File: config.mk
export PLATFORM = sky130hd
export DESIGN_NAME = demod_top_flat
export DESIGN_NICKNAME = d
export VERILOG_FILES = /design/src/rtl/demod_if.sv /design/src/rtl/demod_top.sv /design/src/flat_wrapper.sv
export SDC_FILE = /design/constraint.sdc
export NUM_CORES = 1
export LEC_CHECK = 0
export ABC_AREA = 1
export CAP_MARGIN = 20
export CORE_MARGIN = 1
export CORE_UTILIZATION = 55
export DETAILED_ROUTE_END_ITERATION = 10
export PLACE_DENSITY = 0.75
export SLEW_MARGIN = 30
export SYNTH_ARGS = -nofsm -noshare
export SYNTH_HDL_FRONTEND = slang
export SYNTH_SLANG_ARGS = --single-unit
File: constraint.sdc
create_clock -name clk -period 8.6 [get_ports clk]
set_clock_uncertainty 0.15 [all_clocks]
set_input_delay 2.15 -clock clk [delete_from_list [all_inputs] [get_ports clk]]
set_output_delay 2.15 -clock clk [all_outputs]
set_load 0.02 [all_outputs]
File: src/rtl/demod_if.sv
// rtl/demod_if.sv - sample-in / bit-out stream bundle for the 16QAM demodulator
// Purpose: groups the modulated-sample input stream and the serial bit output
//          handshake of demod_top into one bundle.
// Signals:
//   sample       signed 8-bit modulated sample          (master -> slave)
//   sample_valid sample is accepted this cycle          (master -> slave)
//   sym_sync     first sample of a symbol               (master -> slave)
//   bit_out      serial data bit                        (slave  -> master)
//   bit_valid    bit_out holds a bit                    (slave  -> master)
//   bit_ready    sink accepts bit_out when bit_valid    (master -> slave)
interface demod_if;
  logic signed [7:0] sample;
  logic              sample_valid;
  logic              sym_sync;
  logic              bit_out;
  logic              bit_valid;
  logic              bit_ready;

  modport master (output sample, sample_valid, sym_sync, bit_ready,
                  input  bit_out, bit_valid);
  modport slave  (input  sample, sample_valid, sym_sync, bit_ready,
                  output bit_out, bit_valid);
endinterface

File: src/rtl/demod_top.sv
// rtl/demod_top.sv - coherent 16QAM demodulator with serial bit output
// Purpose: mixes the sample stream with a local cos/sin oscillator, integrates
//          each channel over one symbol, slices to 2-bit I/Q decisions and
//          re-serialises them (I msb, I lsb, Q msb, Q lsb) on a valid/ready port.
// Ports:
//   clk          sample-rate clock
//   rst          synchronous active-high reset
//   io           demod_if.slave: sample stream in, bit stream out
//   sym_i_o      last decided I symbol
//   sym_q_o      last decided Q symbol
//   sym_valid_o  one-cycle pulse when sym_i_o/sym_q_o update
//   overflow_o   sticky: a decided symbol was dropped
module demod_top #(
  parameter int SPS            = 32,
  parameter int CARRIER_PERIOD = 16,
  parameter int AMP            = 16,
  parameter int THRESH         = AMP * 127 * SPS
) (
  input  logic       clk,
  input  logic       rst,
  demod_if.slave     io,
  output logic [1:0] sym_i_o,
  output logic [1:0] sym_q_o,
  output logic       sym_valid_o,
  output logic       overflow_o
);
  localparam int KW = (CARRIER_PERIOD > 1) ? $clog2(CARRIER_PERIOD) : 1;
  localparam int CW = (SPS > 1) ? $clog2(SPS) : 1;
  localparam int AW = 16 + CW;
  localparam logic signed [AW-1:0] TH_P = AW'(THRESH);
  localparam logic signed [AW-1:0] TH_N = AW'(-THRESH);

  typedef enum logic {S_IDLE = 1'b0, S_INTEG = 1'b1} state_e;

  // 16-phase cosine table; sine is the same table a quarter period later.
  function automatic logic signed [7:0] cos_lut(input logic [3:0] ph);
    case (ph)
      4'd0:           cos_lut = 8'sd127;
      4'd1,  4'd15:   cos_lut = 8'sd117;
      4'd2,  4'd14:   cos_lut = 8'sd90;
      4'd3,  4'd13:   cos_lut = 8'sd49;
      4'd5,  4'd11:   cos_lut = -8'sd49;
      4'd6,  4'd10:   cos_lut = -8'sd90;
      4'd7,  4'd9:    cos_lut = -8'sd117;
      4'd8:           cos_lut = -8'sd127;
      default:        cos_lut = 8'sd0;
    endcase
  endfunction

  function automatic logic [1:0] slice(input logic signed [AW-1:0] a);
    if (a >= TH_P)        slice = 2'b11;
    else if (!a[AW-1])    slice = 2'b10;
    else if (a >= TH_N)   slice = 2'b01;
    else                  slice = 2'b00;
  endfunction

  state_e        state_q, state_d;
  logic [KW-1:0] k_q, k_d, k_cur;
  logic [CW-1:0] cnt_q, cnt_d, cnt_eff;
  logic          acc_en, smp_first, smp_last;
  logic [3:0]    lo_idx;
  logic signed [15:0] s_ext, c_ext, n_ext;

  logic               p_valid_q, p_first_q, p_last_q;
  logic signed [15:0] pi_q, pq_q;
  logic signed [AW-1:0] acc_i_q, acc_q_q, pi_ext, pq_ext;
  logic               a_last_q;
  logic [1:0]         sym_i_q, sym_q_q;
  logic               sym_valid_q, overflow_q, overflow_d;

  logic [3:0] sh_q, sh_d, hold_q, hold_d;
  logic [2:0] sh_cnt_q, sh_cnt_d;
  logic       hold_full_q, hold_full_d, fire;

  // Oscillator phase: a sync sample is mixed at phase 0.
  assign k_cur  = io.sym_sync ? '0 : k_q;
  assign k_d    = !io.sample_valid ? k_q :
                  (k_cur == KW'(CARRIER_PERIOD - 1)) ? '0 : k_cur + 1'b1;
  assign lo_idx = 4'((32'(k_cur) * 32'd16) / 32'(CARRIER_PERIOD));
  assign s_ext  = 16'($signed(io.sample));
  assign c_ext  = 16'(cos_lut(lo_idx));
  assign n_ext  = 16'(cos_lut(lo_idx - 4'd4));

  always_comb begin
    state_d   = state_q;
    cnt_d     = cnt_q;
    acc_en    = 1'b0;
    smp_first = 1'b0;
    smp_last  = 1'b0;
    cnt_eff   = io.sym_sync ? '0 : cnt_q;
    case (state_q)
      S_IDLE: begin
        if (io.sample_valid && io.sym_sync) begin
          state_d = S_INTEG;
          acc_en  = 1'b1;
        end
      end
      S_INTEG: begin
        acc_en = io.sample_valid;
      end
      default: state_d = S_IDLE;
    endcase
    if (acc_en) begin
      // sync mid-symbol restarts at count 0, dropping the partial sum
      smp_first = (cnt_eff == '0);
      smp_last  = (cnt_eff == CW'(SPS - 1));
      cnt_d     = smp_last ? '0 : cnt_eff + 1'b1;
    end
  end

  always_ff @(posedge clk) begin
    if (rst) begin
      state_q <= S_IDLE;
      k_q     <= '0;
      cnt_q   <= '0;
    end else begin
      state_q <= state_d;
      k_q     <= k_d;
      cnt_q   <= cnt_d;
    end
  end

  assign pi_ext = {{(AW-16){pi_q[15]}}, pi_q};
  assign pq_ext = {{(AW-16){pq_q[15]}}, pq_q};

  // Mixer -> integrator -> slicer, one register stage each.
  always_ff @(posedge clk) begin
    if (rst) begin
      p_valid_q   <= 1'b0;
      p_first_q   <= 1'b0;
      p_last_q    <= 1'b0;
      pi_q        <= '0;
      pq_q        <= '0;
      acc_i_q     <= '0;
      acc_q_q     <= '0;
      a_last_q    <= 1'b0;
      sym_i_q     <= 2'b00;
      sym_q_q     <= 2'b00;
      sym_valid_q <= 1'b0;
    end else begin
      p_valid_q <= acc_en;
      p_first_q <= smp_first;
      p_last_q  <= smp_last;
      if (acc_en) begin
        pi_q <= s_ext * c_ext;
        pq_q <= s_ext * n_ext;
      end
      if (p_valid_q) begin
        acc_i_q <= p_first_q ? pi_ext : acc_i_q + pi_ext;
        acc_q_q <= p_first_q ? pq_ext : acc_q_q + pq_ext;
      end
      a_last_q    <= p_valid_q && p_last_q;
      sym_valid_q <= a_last_q;
      if (a_last_q) begin
        sym_i_q <= slice(acc_i_q);
        sym_q_q <= slice(acc_q_q);
      end
    end
  end

  assign fire = (sh_cnt_q != 3'd0) && io.bit_ready;

  // Serializer: shift first, then refill from hold on the last bit, then
  // place a new decision into whichever slot is free after those moves.
  always_comb begin
    sh_d        = sh_q;
    sh_cnt_d    = sh_cnt_q;
    hold_d      = hold_q;
    hold_full_d = hold_full_q;
    overflow_d  = overflow_q;
    if (fire) begin
      sh_d     = {sh_q[2:0], 1'b0};
      sh_cnt_d = sh_cnt_q - 3'd1;
    end
    if (fire && (sh_cnt_q == 3'd1) && hold_full_q) begin
      sh_d        = hold_q;
      sh_cnt_d    = 3'd4;
      hold_full_d = 1'b0;
    end
    if (sym_valid_q) begin
      if (sh_cnt_d == 3'd0) begin
        sh_d     = {sym_i_q, sym_q_q};
        sh_cnt_d = 3'd4;
      end else if (!hold_full_d) begin
        hold_d      = {sym_i_q, sym_q_q};
        hold_full_d = 1'b1;
      end else begin
        overflow_d = 1'b1;
      end
    end
  end

  always_ff @(posedge clk) begin
    if (rst) begin
      sh_q        <= '0;
      sh_cnt_q    <= '0;
      hold_q      <= '0;
      hold_full_q <= 1'b0;
      overflow_q  <= 1'b0;
    end else begin
      sh_q        <= sh_d;
      sh_cnt_q    <= sh_cnt_d;
      hold_q      <= hold_d;
      hold_full_q <= hold_full_d;
      overflow_q  <= overflow_d;
    end
  end

  assign io.bit_out   = sh_q[3];
  assign io.bit_valid = (sh_cnt_q != 3'd0);
  assign sym_i_o      = sym_i_q;
  assign sym_q_o      = sym_q_q;
  assign sym_valid_o  = sym_valid_q;
  assign overflow_o   = overflow_q;
endmodule

File: src/flat_wrapper.sv
// flat-port wrapper written by rule: the top's interface ports become plain ports
module demod_top_flat 
#(
  parameter int SPS            = 32,
  parameter int CARRIER_PERIOD = 16,
  parameter int AMP            = 16,
  parameter int THRESH         = AMP * 127 * SPS
)
  (clk, rst, sym_i_o, sym_q_o, sym_valid_o, overflow_o, io_sample, io_sample_valid, io_sym_sync, io_bit_ready, io_bit_out, io_bit_valid);
  demod_if io_i ();
  input  logic clk;
  input  logic rst;
  output logic [1:0] sym_i_o;
  output logic [1:0] sym_q_o;
  output logic sym_valid_o;
  output logic overflow_o;
  input wire logic [$bits(io_i.sample)-1:0] io_sample;
  input wire logic [$bits(io_i.sample_valid)-1:0] io_sample_valid;
  input wire logic [$bits(io_i.sym_sync)-1:0] io_sym_sync;
  input wire logic [$bits(io_i.bit_ready)-1:0] io_bit_ready;
  output wire logic [$bits(io_i.bit_out)-1:0] io_bit_out;
  output wire logic [$bits(io_i.bit_valid)-1:0] io_bit_valid;
  assign io_i.sample = io_sample;
  assign io_i.sample_valid = io_sample_valid;
  assign io_i.sym_sync = io_sym_sync;
  assign io_i.bit_ready = io_bit_ready;
  assign io_bit_out = io_i.bit_out;
  assign io_bit_valid = io_i.bit_valid;
  demod_top #(.SPS(SPS), .CARRIER_PERIOD(CARRIER_PERIOD), .AMP(AMP), .THRESH(THRESH)) u_core (.clk(clk), .rst(rst), .io(io_i), .sym_i_o(sym_i_o), .sym_q_o(sym_q_o), .sym_valid_o(sym_valid_o), .overflow_o(overflow_o));
endmodule
Yosys cells after proc, flatten, opt, wreduce, memory -nomap -nowiden
Memories as Yosys holds them, arrays and structs flattened.
Cells that the tools add are included.

word-level totals
  bits in read-only memories = 256
  bits in latches = 0
  memories = 2
  bits in writable memories = 0
  bits of input ports = 13
  register bits = 106
  output and inout port bits = 8
  word-level logic and storage cells = 77

memory list
  name             words  bits a word  rd ports  clocked after memory_dff  write ports  RTL line         source
  (no name shown)  16     8            1         0                         0            demod_top.sv:37  case (ph)
  (no name shown)  16     8            1         0                         0            demod_top.sv:37

cells by class
  shift operators = 0
  bitwise logic cells = 4
  add/sub/neg operators = 6
  reductions and logical operators = 11
  multipliers = 2
  magnitude comparators = 4
  div/mod/pow operators = 0
  mux-type cells = 26
  equality and inequality tests = 3

operators by type and width
  cell                  count
  $ge 21x17->1 const B  4
  $add 21x16->21        2
  $mux 21               2
  $mul 8x8->16          2
  $mux 4                6
  $mux 3                4
  $mux 5                2
  $mux 2                4
  $mux 1                7
  $reduce_and 3->1      2
  $add 5x1->5 const B   1
  $eq 5x5->1 const B    1
  $logic_and 1x1->1     5
  $logic_not 5->1       1
  $add 4x1->4 const B   1
  $eq 4x4->1 const B    1
  $not 1->1             4
  $sub 4x3->4 const B   1
  $eq 3x1->1 const B    1
  $logic_not 3->1       1
  $reduce_bool 3->1     1
  $sub 3x1->3 const B   1
  $pmux 1 s2            1
  $reduce_or 2->1       1

Longest topological paths before layout
Gate-level depths: netlist of run 1.

  depth in word-level cells = 8
  gate-level depth with buffers = 29
  mapped depth without buffers = 29

Least setup slack after synthesis of run 1
OpenSTA, ideal clock, no wires.

  path kind = input to register
  from = in io_sym_sync
  to = reg u_core.pq_q[12]
  stages on the path = 23
  library setup time = 0.116 ns
  data arrival time = 6.765 ns
  slack = 1.569 ns
  buffers on the path = 2
  data required time = 8.334 ns
  cell sequence = buf_6 -> nor2_8 -> ha_1 -> buf_1 -> o21ai_0 -> o21ai_1 -> nor2_1 -> fa_1 -> inv_1 -> fa_1 -> inv_1 -> fa_1 -> inv_1 -> fa_1 -> inv_1 -> ha_1 -> inv_1 -> o31ai_1 -> nand4_1 -> nand3_1 -> nand3_1 -> o211ai_1 -> inv_1

between the ends
  cells in the longest elaborated chain, start to end = 4
  elaborated cells between the ends (all ways) = 7
  classes of those cells = add/sub (1); mul (1); mux (3); reduce/logical (1); memory (1)

ends and longest elaborated chain
  item                  RTL line            source
  start, declared       flat_wrapper.sv:19  input wire logic [$bits(io_i.sym_sync)-1:0] io_sym_sync;
  $mux 4                demod_top.sv:76     assign k_cur = io.sym_sync ? '0 : k_q;
  $sub 4x3->4           demod_top.sv:82     assign n_ext = 16'(cos_lut(lo_idx - 4'd4));
  $mem_v2 16x8          -
  $mul 8x8->16          demod_top.sv:146    pq_q <= s_ext * n_ext;
  end signal, assigned  demod_top.sv:146
  end, declared         demod_top.sv:65     logic signed [15:0] pi_q, pq_q;

Several ways; a longest one is shown, not always the timed one.
A chain may end at the register's enable or synchronous reset.

Final worst setup path of run 1
  from = in io_sym_sync
  to = reg u_core.pi_q[15]

between the ends
  cells in the longest elaborated chain, start to end = 3
  elaborated cells between the ends (all ways) = 6
  classes of those cells = mul (1); mux (3); reduce/logical (1); memory (1)

ends and longest elaborated chain
  item                                         RTL line                           source
  $mux 4 or $logic_and 1x1->1 (tied branches)  demod_top.sv:76, demod_top.sv:93
  $mem_v2 16x8 or $mux 1 (tied branches)       -
  $mul 8x8->16 or $pmux 1 s2 (tied branches)   demod_top.sv:145, demod_top.sv:91
  end signal, assigned                         demod_top.sv:145                   pi_q <= s_ext * c_ext;
  end, declared                                demod_top.sv:65

Several ways; a longest one is shown, not always the timed one.

==> impl_metrics.yaml, run 1 <==
outcome:
  status: "finished, violations left"
  violations: "design-rule violations"
timing:
  setup_tns_ns: 0
  tightestPinTransition_ns: 0.864
  hold_violations: 0
  rsz0062_at_grt: "no"
  min_period_ns: 7.73
  finalSetupViolCount: 0
  finalCritPeriodShare: 0.899
  slew_headroom: 0.423
  max_freq_mhz: 129
  drv_slew: 0
power:
  ir_worst_vdd_v: 0.000182
  p_leak_uw: 0.00672
  p_per_area_nw_per_um2: 183
min_path:
  hold_depth: 2
  min_to: "u_core.a_last_q"
  hold_class: "flop to flop"
  hp-start: "u_core.p_last_q"
synthesis:
  synth_fa_ha_area_frac: 0.289
  syn_area_per_cell_sq_um: 6.83
  async_reset_ff_frac: 0
  synthSimpleGateAreaFrac: 0.263
  synth_cell_type_count: 50
  synth_top_area_cell: "fa_1"
  syn_nets: 2051
  syn_inst: 1817
  ys_top_cells_by_area: "fa_1, dfxtp_1, ha_1, nand2_1, inv_1"
  synth_top_family_by_area: "adder cells"
  synth_top_area_frac: 0.177
  synth_compound_area_frac: 0.131
  yosysSeqAreaShare: 0.171
  ys_ff_latch: 106
  muxShareOfSynthArea: 0
  yosys_warnings: 0
  synth_ff_type: "dfxtp_1"
  synth_xor_area_frac: 0.0233
  syn-cell-area_sq_um: 12400
  synth_edf_count: 0
finish:
  final_nets: 2043
  final_cells: 2093
  fin_area_sq_um: 13100
  area_delta_synth_final_pct: 5.35
  drive_gt1_frac: 0.0430
  diodes: 0
  final_core_util: 0.595
clock_tree:
  cts_setup_buffers: 0
  clk_pin_slew_ns: 0.07
  cts_tree: "done"
  worst_skew_pair.late_latency_ns: 0.36
  postCtsHoldBufs: 0
  cts_max_level: 3
  cts_buffer_depth: 2
  ctsResizeCount: 0
  clock-root-buffer: "clkbuf_16"
  cts_buffers: 9
  cts.sinks: 106
setup_path:
  max_stage_delay_ns: 0.75
  r2r_slack_ns: 3.11
  cp_common_cell: "nand2_1"
  worstPathCellList: "clkdlybuf4s50_1 > nor2_4 > inv_2 > ha_1 > or2_2 > nand2_1 > nand2_1 > nand2_1 > nor2_1 > fa_1 > fa_1 > fa_1 > inv_1 > fa_1 > inv_1 > ha_1 > nand2_1 > nor3_1 > nand3_1 > nand3_1 > nand3b_1 > nand3_1 > nand2_1 > inv_1"
  worstPathArrival_ns: 7.84
  endpoint_kind: "flop"
  timing.rr.end: "u_core.pq_q[12]"
  crit_buf_inv: 5
  timing.rr.start: "u_core.k_q[2]"
  crit_fanout: 8
  cp-start-kind: "input port"
  r2r_cells: 22
  cp_slowest_cell: "clkdlybuf4s50_1"
  critPathKind: "input port to flop"
  required_ns: 8.71
  critPathTopFamily: "adder cells"
placement:
  dp_hpwl_mm: 22.6
  place.gp.congestion: 0.924
  port-buffer-count: 20
  dp.cells: 2078
  placed_area_sq_um: 12800
die:
  die_x_um: 152
  die_h_um: 152
  initial_utilization: 0.565
  die_area_sq_um: 23200
  pin_count: 21
  core.rowCount: 54
  coreArea_sq_um: 22000
route:
  antenna_left: 0
  drt_iter0_markers: 751
  drtPass1Iterations: 11
  viasPerCell: 5.36
  wl_per_cell_um: 13.7
  vias: 11215
  drt-total-wl_mm: 28.8
  drc: 1
global_routing:
  grt_use_total: 0.256
  grt_max_degree: 49
  grt_pass1_vias: 10665
  grt_pass1_wl_mm: 49.5
  antenna_found_initial: 0
  grt_overflow_total: 0
job:
  maxCapViolations: 0
## worst max path at each step
stage | start | end | slack [ns] | cells past startpoint
after global routing | io_sym_sync | u_core.pq_q[15] | 0.41 | 27
after detailed placement | io_sym_sync | u_core.pq_q[12] | 0.53 | 22
after global placement | io_sym_sync | u_core.pq_q[15] | 0.59 | 23
after CTS | io_sym_sync | u_core.pq_q[12] | 0.90 | 22
after floorplan | io_sym_sync | u_core.pq_q[12] | 1.57 | 23
final | io_sym_sync | u_core.pi_q[15] | 0.87 | 24
## report_power, final
group / switching, uW / internal (uW) / total, uW
Combinational: 875 / 530 / 1410
Sequential: 53.4 / 539 / 592
Clock: 193 / 196 / 389
Total: 1120 / 1270 / 2390
## metal layers
layer / track usage / share of wire
met1: 0.347 / 0.47
met2: 0.439 / 0.47
met3: 0.0265 / 0.051
met4: 0.0617 / 0.013
met5: 0 / 0
## cell type report
type	instances	area (sq um)
clock inverter	6	42.5
tap	280	350
sequential	106	2120
clock buffer	9	225
inverter	351	1320
timing repair buffer	25	233
fill	2065	8890
multi-input combinational	1316	8780
## cell families after synthesis
logic type	after synthesis
AND/OR/NAND/NOR	781
buffers and inverters	395
XOR/XNOR	33
flip-flops	106
AO/OA/AOI/OAI	281
adder cells (fa/ha/maj)	221
## layout by cell type, fill, tap and decap left out, types with 3 or more instances in the layout
master and count:
o21ai_2 8, clkbuf_16 9, clkdlybuf4s50_1 19, xor2_1 19
buf_4 5, nand3_1 94, xnor2_1 14, or2_1 3
o21bai_1 16, o211ai_1 21, inv_1 322, nand3b_1 7
a31oi_1 5, dfxtp_1 105, a21oi_1 124, o21ai_1 15
inv_2 25, nor2_1 255, ha_1 111, nand2_1 360
nor3_1 19, a21o_1 5, nand4_1 21, fa_1 110
nand2_2 5, a211oi_1 3, o21ai_0 71, clkinv_1 3
## flip-flops by register name, indices dropped and copies added, names as in the netlist, 2 cells and up
register         flops
u_core.hold_q        4
u_core.sh_q          4
u_core.k_q           4
u_core.sym_q_o       2
u_core.acc_i_q      21
u_core.sym_i_o       2
u_core.acc_q_q      21
u_core.cnt_q         5
u_core.pi_q         16
u_core.sh_cnt_q      3
u_core.pq_q         16
## stage by stage
step	total power [uW]	setup slack (ns)	hold WS [ns]
after floorplan	1690	1.57	0.254
after detailed placement	1990	0.527	0.271
after global placement	1960	0.592	0.256
after CTS	2380	0.895	0.284
final	2390	0.869	0.287
after global routing	2620	0.414	0.308
## cells in the mapped netlist, types with 8 or more instances
cell / instances
clkbuf_1: 33
o21ai_0: 71
inv_2: 25
nand2_1: 360
fa_1: 110
xnor2_1: 14
nand4_1: 21
xor2_1: 19
inv_1: 322
o211ai_1: 21
ha_1: 111
dfxtp_1: 106
o21ai_1: 15
nand3_1: 94
o21bai_1: 16
nor3_1: 19
nor2_1: 255
o21ai_2: 8
a21oi_1: 124
## tightest hold or removal path: stages (launching register included)
cell and delay (ns):
dfxtp_1 0.30, nand2_1 0.06, nor2_1 0.04
No activity file was read; power rests on OpenSTA's default activity.
==> inputs of run 2 (changes only) <==
DONT_BUFFER_PORTS = 1   (was not set)
PLACE_DENSITY = 0.73   (was 0.75)
==> run 2 against run 1 <==
The flow still finishes with violations (design-rule violations). Sequential share of layout area rose by 0.20 points. Non-clock buffer count fell by 20. Utilization down 0.77 points. Sequential cell count stayed put. Clock power increased by 8.0%. Sequential power about the same. Worst hold slack got worse by 0.0068 ns. Global-route usage up 0.14 points. Combinational power decreased by 3%. Critical endpoint is now u_core.pq_q[15]. Largest power group unchanged. Highest routed layer unchanged.
==> impl_metrics.yaml, run 2 (synthesis gave the netlist of run 1 again) <==
finish:
  ff_latch_area_sq_um: 2120
  final.fill_count: 2115
  final_cell_mix: "nand2_1, inv_1, nor2_1, a21oi_1, ha_1"
  top_regs: "u_core.acc_i_q (21), u_core.acc_q_q (21)"
  final_nets: 2023
  diodes: 0
  final_cells: 2073
  final_common_cell: "nand2_1"
  drive_gt1_frac: 0.0413
  final_core_util: 0.588
  area_delta_synth_final_pct: 3.99
  multiInputGateArea_sq_um: 8780
job:
  maxCapViolations: 0
route:
  drc: 4
  vias: 11053
  drt_iter0_markers: 692
  drt-total-wl_mm: 28.7
  wl_per_cell_um: 13.8
  antenna_left: 0
  drtPass1Iterations: 10
  viasPerCell: 5.33
clock_tree:
  cts_tree: "done"
  clk_pin_slew_ns: 0.07
  cts_setup_buffers: 0
  cts.sinks: 106
  worst_skew_pair.late_latency_ns: 0.35
  clock-root-buffer: "clkbuf_16"
  ctsResizeCount: 0
  cts_buffer_depth: 2
  cts_buffers: 9
  postCtsHoldBufs: 0
  cts_max_level: 3
setup_path:
  endpoint_kind: "flop"
  worstPathArrival_ns: 6.99
  crit_fanout: 7
  required_ns: 8.71
  cp-start-kind: "input port"
  critPathKind: "input port to flop"
power:
  seqPwrFrac: 0.247
  p_sw_frac: 0.459
  switchingPower_uw: 1090
  p_leak_uw: 0.00666
  clock_power_share: 0.176
  p_per_area_nw_per_um2: 185
  p_int_uw: 1290
  pwr-share-comb: 0.577
  ir_worst_vdd_v: 0.000177
global_routing:
  grt_overflow_total: 0
  grt_pass1_wl_mm: 49.6
  grt_pass1_vias: 10633
  grt_use_total: 0.257
  grt_max_degree: 53
  antenna_found_initial: 0
die:
  core.rowCount: 54
  coreArea_sq_um: 22000
  die_x_um: 152
  die_area_sq_um: 23200
  pin_count: 21
  initial_utilization: 0.565
  die_h_um: 152
outcome:
  status: "finished, violations left"
  violations: "design-rule violations"
placement:
  port-buffer-count: 0
  place.gp.congestion: 0.968
  dp_hpwl_mm: 22.8
  dp.cells: 2058
min_path:
  hold_class: "flop to flop"
timing:
  slew_headroom: 0.489
  max_freq_mhz: 145
  min_period_ns: 6.88
  drv_slew: 0
  rsz0062_at_grt: "no"
  finalSetupViolCount: 0
  setup_tns_ns: 0
  finalCritPeriodShare: 0.800
  tightestPinTransition_ns: 0.765
  hold_violations: 0
## run 2: power by group through the flow
stage | registers [uW] | clock network [uW] | logic (uW)
floorplan | 579 | 0 | 1110
global placement | 598 | 0 | 1350
detailed placement | 598 | 0 | 1360
CTS | 587 | 429 | 1380
global route | 596 | 450 | 1600
finish | 589 | 420 | 1370
## run 2: final timing paths
path | startpoint | to | slack, ns | cells past startpoint
max | io_sym_sync | u_core.pq_q[15] | 1.72 | 27
min | u_core.p_last_q | u_core.a_last_q | 0.28 | 2
max reg2reg | u_core.k_q[3] | u_core.pq_q[12] | 2.99 | 21
min reg2reg | u_core.p_last_q | u_core.a_last_q | 0.28 | 2
## run 2: layout make-up
cell class	instances	area share
repair buffers	5	0.00291
clock buffers	12	0.0191
flip-flops and latches	106	0.164
multi-input cells	1316	0.680
clock inverters	3	0.00378
well taps	280	0.0272
inverters	351	0.102
## run 2: routing by layer
layer,track usage,vias up,part of all wire
met5,0,-,0
met4,0.0777,0,0.017
met3,0.0216,32,0.045
met2,0.436,264,0.46
met1,0.350,5096,0.47
li1,-,5661,-
## run 2: stage by stage
| stage | setup slack [ns] | instance area, sq um | hold slack, ns | total power (uW) |
|---|---|---|---|---|
| floorplan | 1.57 | 12400 | 0.254 | 1690 |
| global placement | 1.37 | 12600 | 0.258 | 1950 |
| detailed placement | 1.37 | 12600 | 0.271 | 1960 |
| CTS | 1.74 | 12900 | 0.280 | 2390 |
| global route | 1.25 | 12900 | 0.315 | 2640 |
| finish | 1.72 | 12900 | 0.280 | 2380 |
## run 2: critical path, cell delays in order
cell      delay [ns]
nor2_2          0.23
inv_2           0.06
ha_1            0.34
nor2_1          0.06
o21ai_1         0.15
o21ai_2         0.16
nor2_1          0.33
ha_1            0.20
o21bai_1        0.11
inv_1           0.07
fa_1            0.51
inv_1           0.12
fa_1            0.56
inv_1           0.06
fa_1            0.54
inv_1           0.04
ha_1            0.34
inv_1           0.11
o21ai_0         0.14
a31oi_1         0.20
nand2_1         0.07
nor2_1          0.12
inv_1           0.05
nand2_1         0.06
nand3_1         0.07
nand2_1         0.08
inv_1           0.03
==> RTL change: new RTL, config.mk and constraints of run 1 <==
`SPS` is set to 32 in 2 places; all go to 16.
--- a/src/rtl/demod_top.sv
+++ b/src/rtl/demod_top.sv
@@ -12,5 +12,5 @@
 //   overflow_o   sticky: a decided symbol was dropped
 module demod_top #(
-  parameter int SPS            = 32,
+  parameter int SPS            = 16,
   parameter int CARRIER_PERIOD = 16,
   parameter int AMP            = 16,
--- a/src/flat_wrapper.sv
+++ b/src/flat_wrapper.sv
@@ -2,5 +2,5 @@
 module demod_top_flat 
 #(
-  parameter int SPS            = 32,
+  parameter int SPS            = 16,
   parameter int CARRIER_PERIOD = 16,
   parameter int AMP            = 16,
Behaviour: no difference found for any inputs over 10 cycles, from zero or initial values and one cycle with rst high; that may be too few to reach the edited logic, so the function may still have changed.
==> RTL change against run 1 <==
Cell count shrank 3.2%; cell area shrank 1.4%; sequential cell count shrank 3; utilization shrank 0.29 points; worst setup slack gained 0.17 ns; highest routed layer unchanged; routed wire length shrank 2.0%; area after synthesis shrank 2.0%; power grew 2.1%; first-iteration DRC count shrank 11%.
==> RTL change: results <==
metrics = {
    "layout": {
        "multi_input_comb_area_um2": 8670,
        "n_clock_buffer": 11,
        "fill_cells": 2092,
        "design.seq.count": 103,
        "area_growth_syn_to_layout_pct": 6.02,
        "buf_share": 0.0183,
        "largest_registers": "u_core.acc_i_q x20, u_core.acc_q_q x20",
    },
    "yosys": {
        "yosys.area_share.xor_xnor": 0.0238,
        "yosysUniqueCellTypes": 58,
        "syn_inst": 1745,
        "top_post_synthesis_cells_by_area": "sky130_fd_sc_hd__fa_1 (18%), sky130_fd_sc_hd__dfxtp_1 (17%), sky130_fd_sc_hd__ha_1 (11%)",
        "synth_area_um2": 12200,
        "synth_seq_area_share": 0.170,
        "synth-compound-area-share": 0.132,
        "yosys.area_share.adder": 0.292,
        "ys_top_cells_by_count": "sky130_fd_sc_hd__nand2_1 (342), sky130_fd_sc_hd__inv_1 (308), sky130_fd_sc_hd__nor2_1 (229)",
    },
    "global_routing": {
        "groute.usage.overall": 0.263,
        "grt_pass1_vias": 10300,
    },
    "critical_path": {
        "path_max_fanout": 10,
        "arrival_ns": 7.67,
        "worst-r2r-cell-count": 24,
        "r2r_setup_slack_ns": 3.03,
        "largest_incremental_delay_on_the_critical_path_ns": 0.58,
        "worst_path_slowest_cell": "sky130_fd_sc_hd__fa_1",
    },
    "place": {
        "detailed_place.area_um2": 12600,
        "detailed_place_hpwl_um": 22200,
        "gpl.final_weighted_congestion": 0.940,
    },
    "routing": {
        "detailedRoute.firstIterationViolations": 672,
        "first_pass_iters": 5,
        "wire_length_per_cell_um": 13.9,
    },
    "timing": {
        "fin_hold_ws_ns": 0.290,
        "worst_slew_pin_slew_ns": 0.826,
    },
    "cts": {
        "clk_transition_reported_paths_ns": 0.07,
    },
    "power_and_ir_drop": {
        "peakVddDrop_mv": 0.164,
        "cell_internal_pwr_mw": 1.32,
        "totalPowerFinal_mw": 2.44,
        "power.sequential.fraction": 0.235,
        "power.static_leakage_nw": 6.68,
    },
    "run_status": {
        "result_of_the_run": "finished clean",
    },
}
==> RTL change: cell types whose count changed after synthesis, moves of 4 or more <==
cell,change
sky130_fd_sc_hd__a21oi_1,+8
sky130_fd_sc_hd__a31oi_1,-4
sky130_fd_sc_hd__and2_1,+6
sky130_fd_sc_hd__inv_1,-14
sky130_fd_sc_hd__inv_2,-9
sky130_fd_sc_hd__nand2_1,-18
sky130_fd_sc_hd__nand4_1,-5
sky130_fd_sc_hd__nor2_1,-26
sky130_fd_sc_hd__nor3_1,-7
sky130_fd_sc_hd__o211ai_1,-8
sky130_fd_sc_hd__o21ai_0,+5
sky130_fd_sc_hd__o21ai_1,-10
sky130_fd_sc_hd__o21ai_2,-4
==> RTL change: how the worst max path moves through the flow <==
stage	from	endpoint	slack, ns
2_1_floorplan	io_sym_sync	u_core.pq_q[12]	1.60
3_3_place_gp	io_sym_sync	u_core.pi_q[12]	0.73
3_5_place_dp	io_sym_sync	u_core.pi_q[12]	0.67
4_1_cts	io_sym_sync	u_core.pi_q[12]	1.06
5_1_grt	io_sym_sync	u_core.pq_q[15]	0.63
6_report	io_sym_sync	u_core.pq_q[14]	1.04
==> RTL change: routing by layer <==
layer  part of all wire  routed length (µm)  track usage
met1               0.48               13600        0.368
met2               0.46               12900        0.430
met3              0.044                1230       0.0267
met4              0.016                 445       0.0735
met5                  0                   0            0
==> RTL change: kinds of logic (layout without fill, tap and decap cells) <==
group / Yosys count / count (layout)
AOI/OAI and AO/OA: 276 / 276
xor gates and xnor gates: 33 / 33
adders and majority gates: 218 / 218
buffers and inverters: 370 / 370
DFF: 103 / 103
and+or+nand+nor: 745 / 745
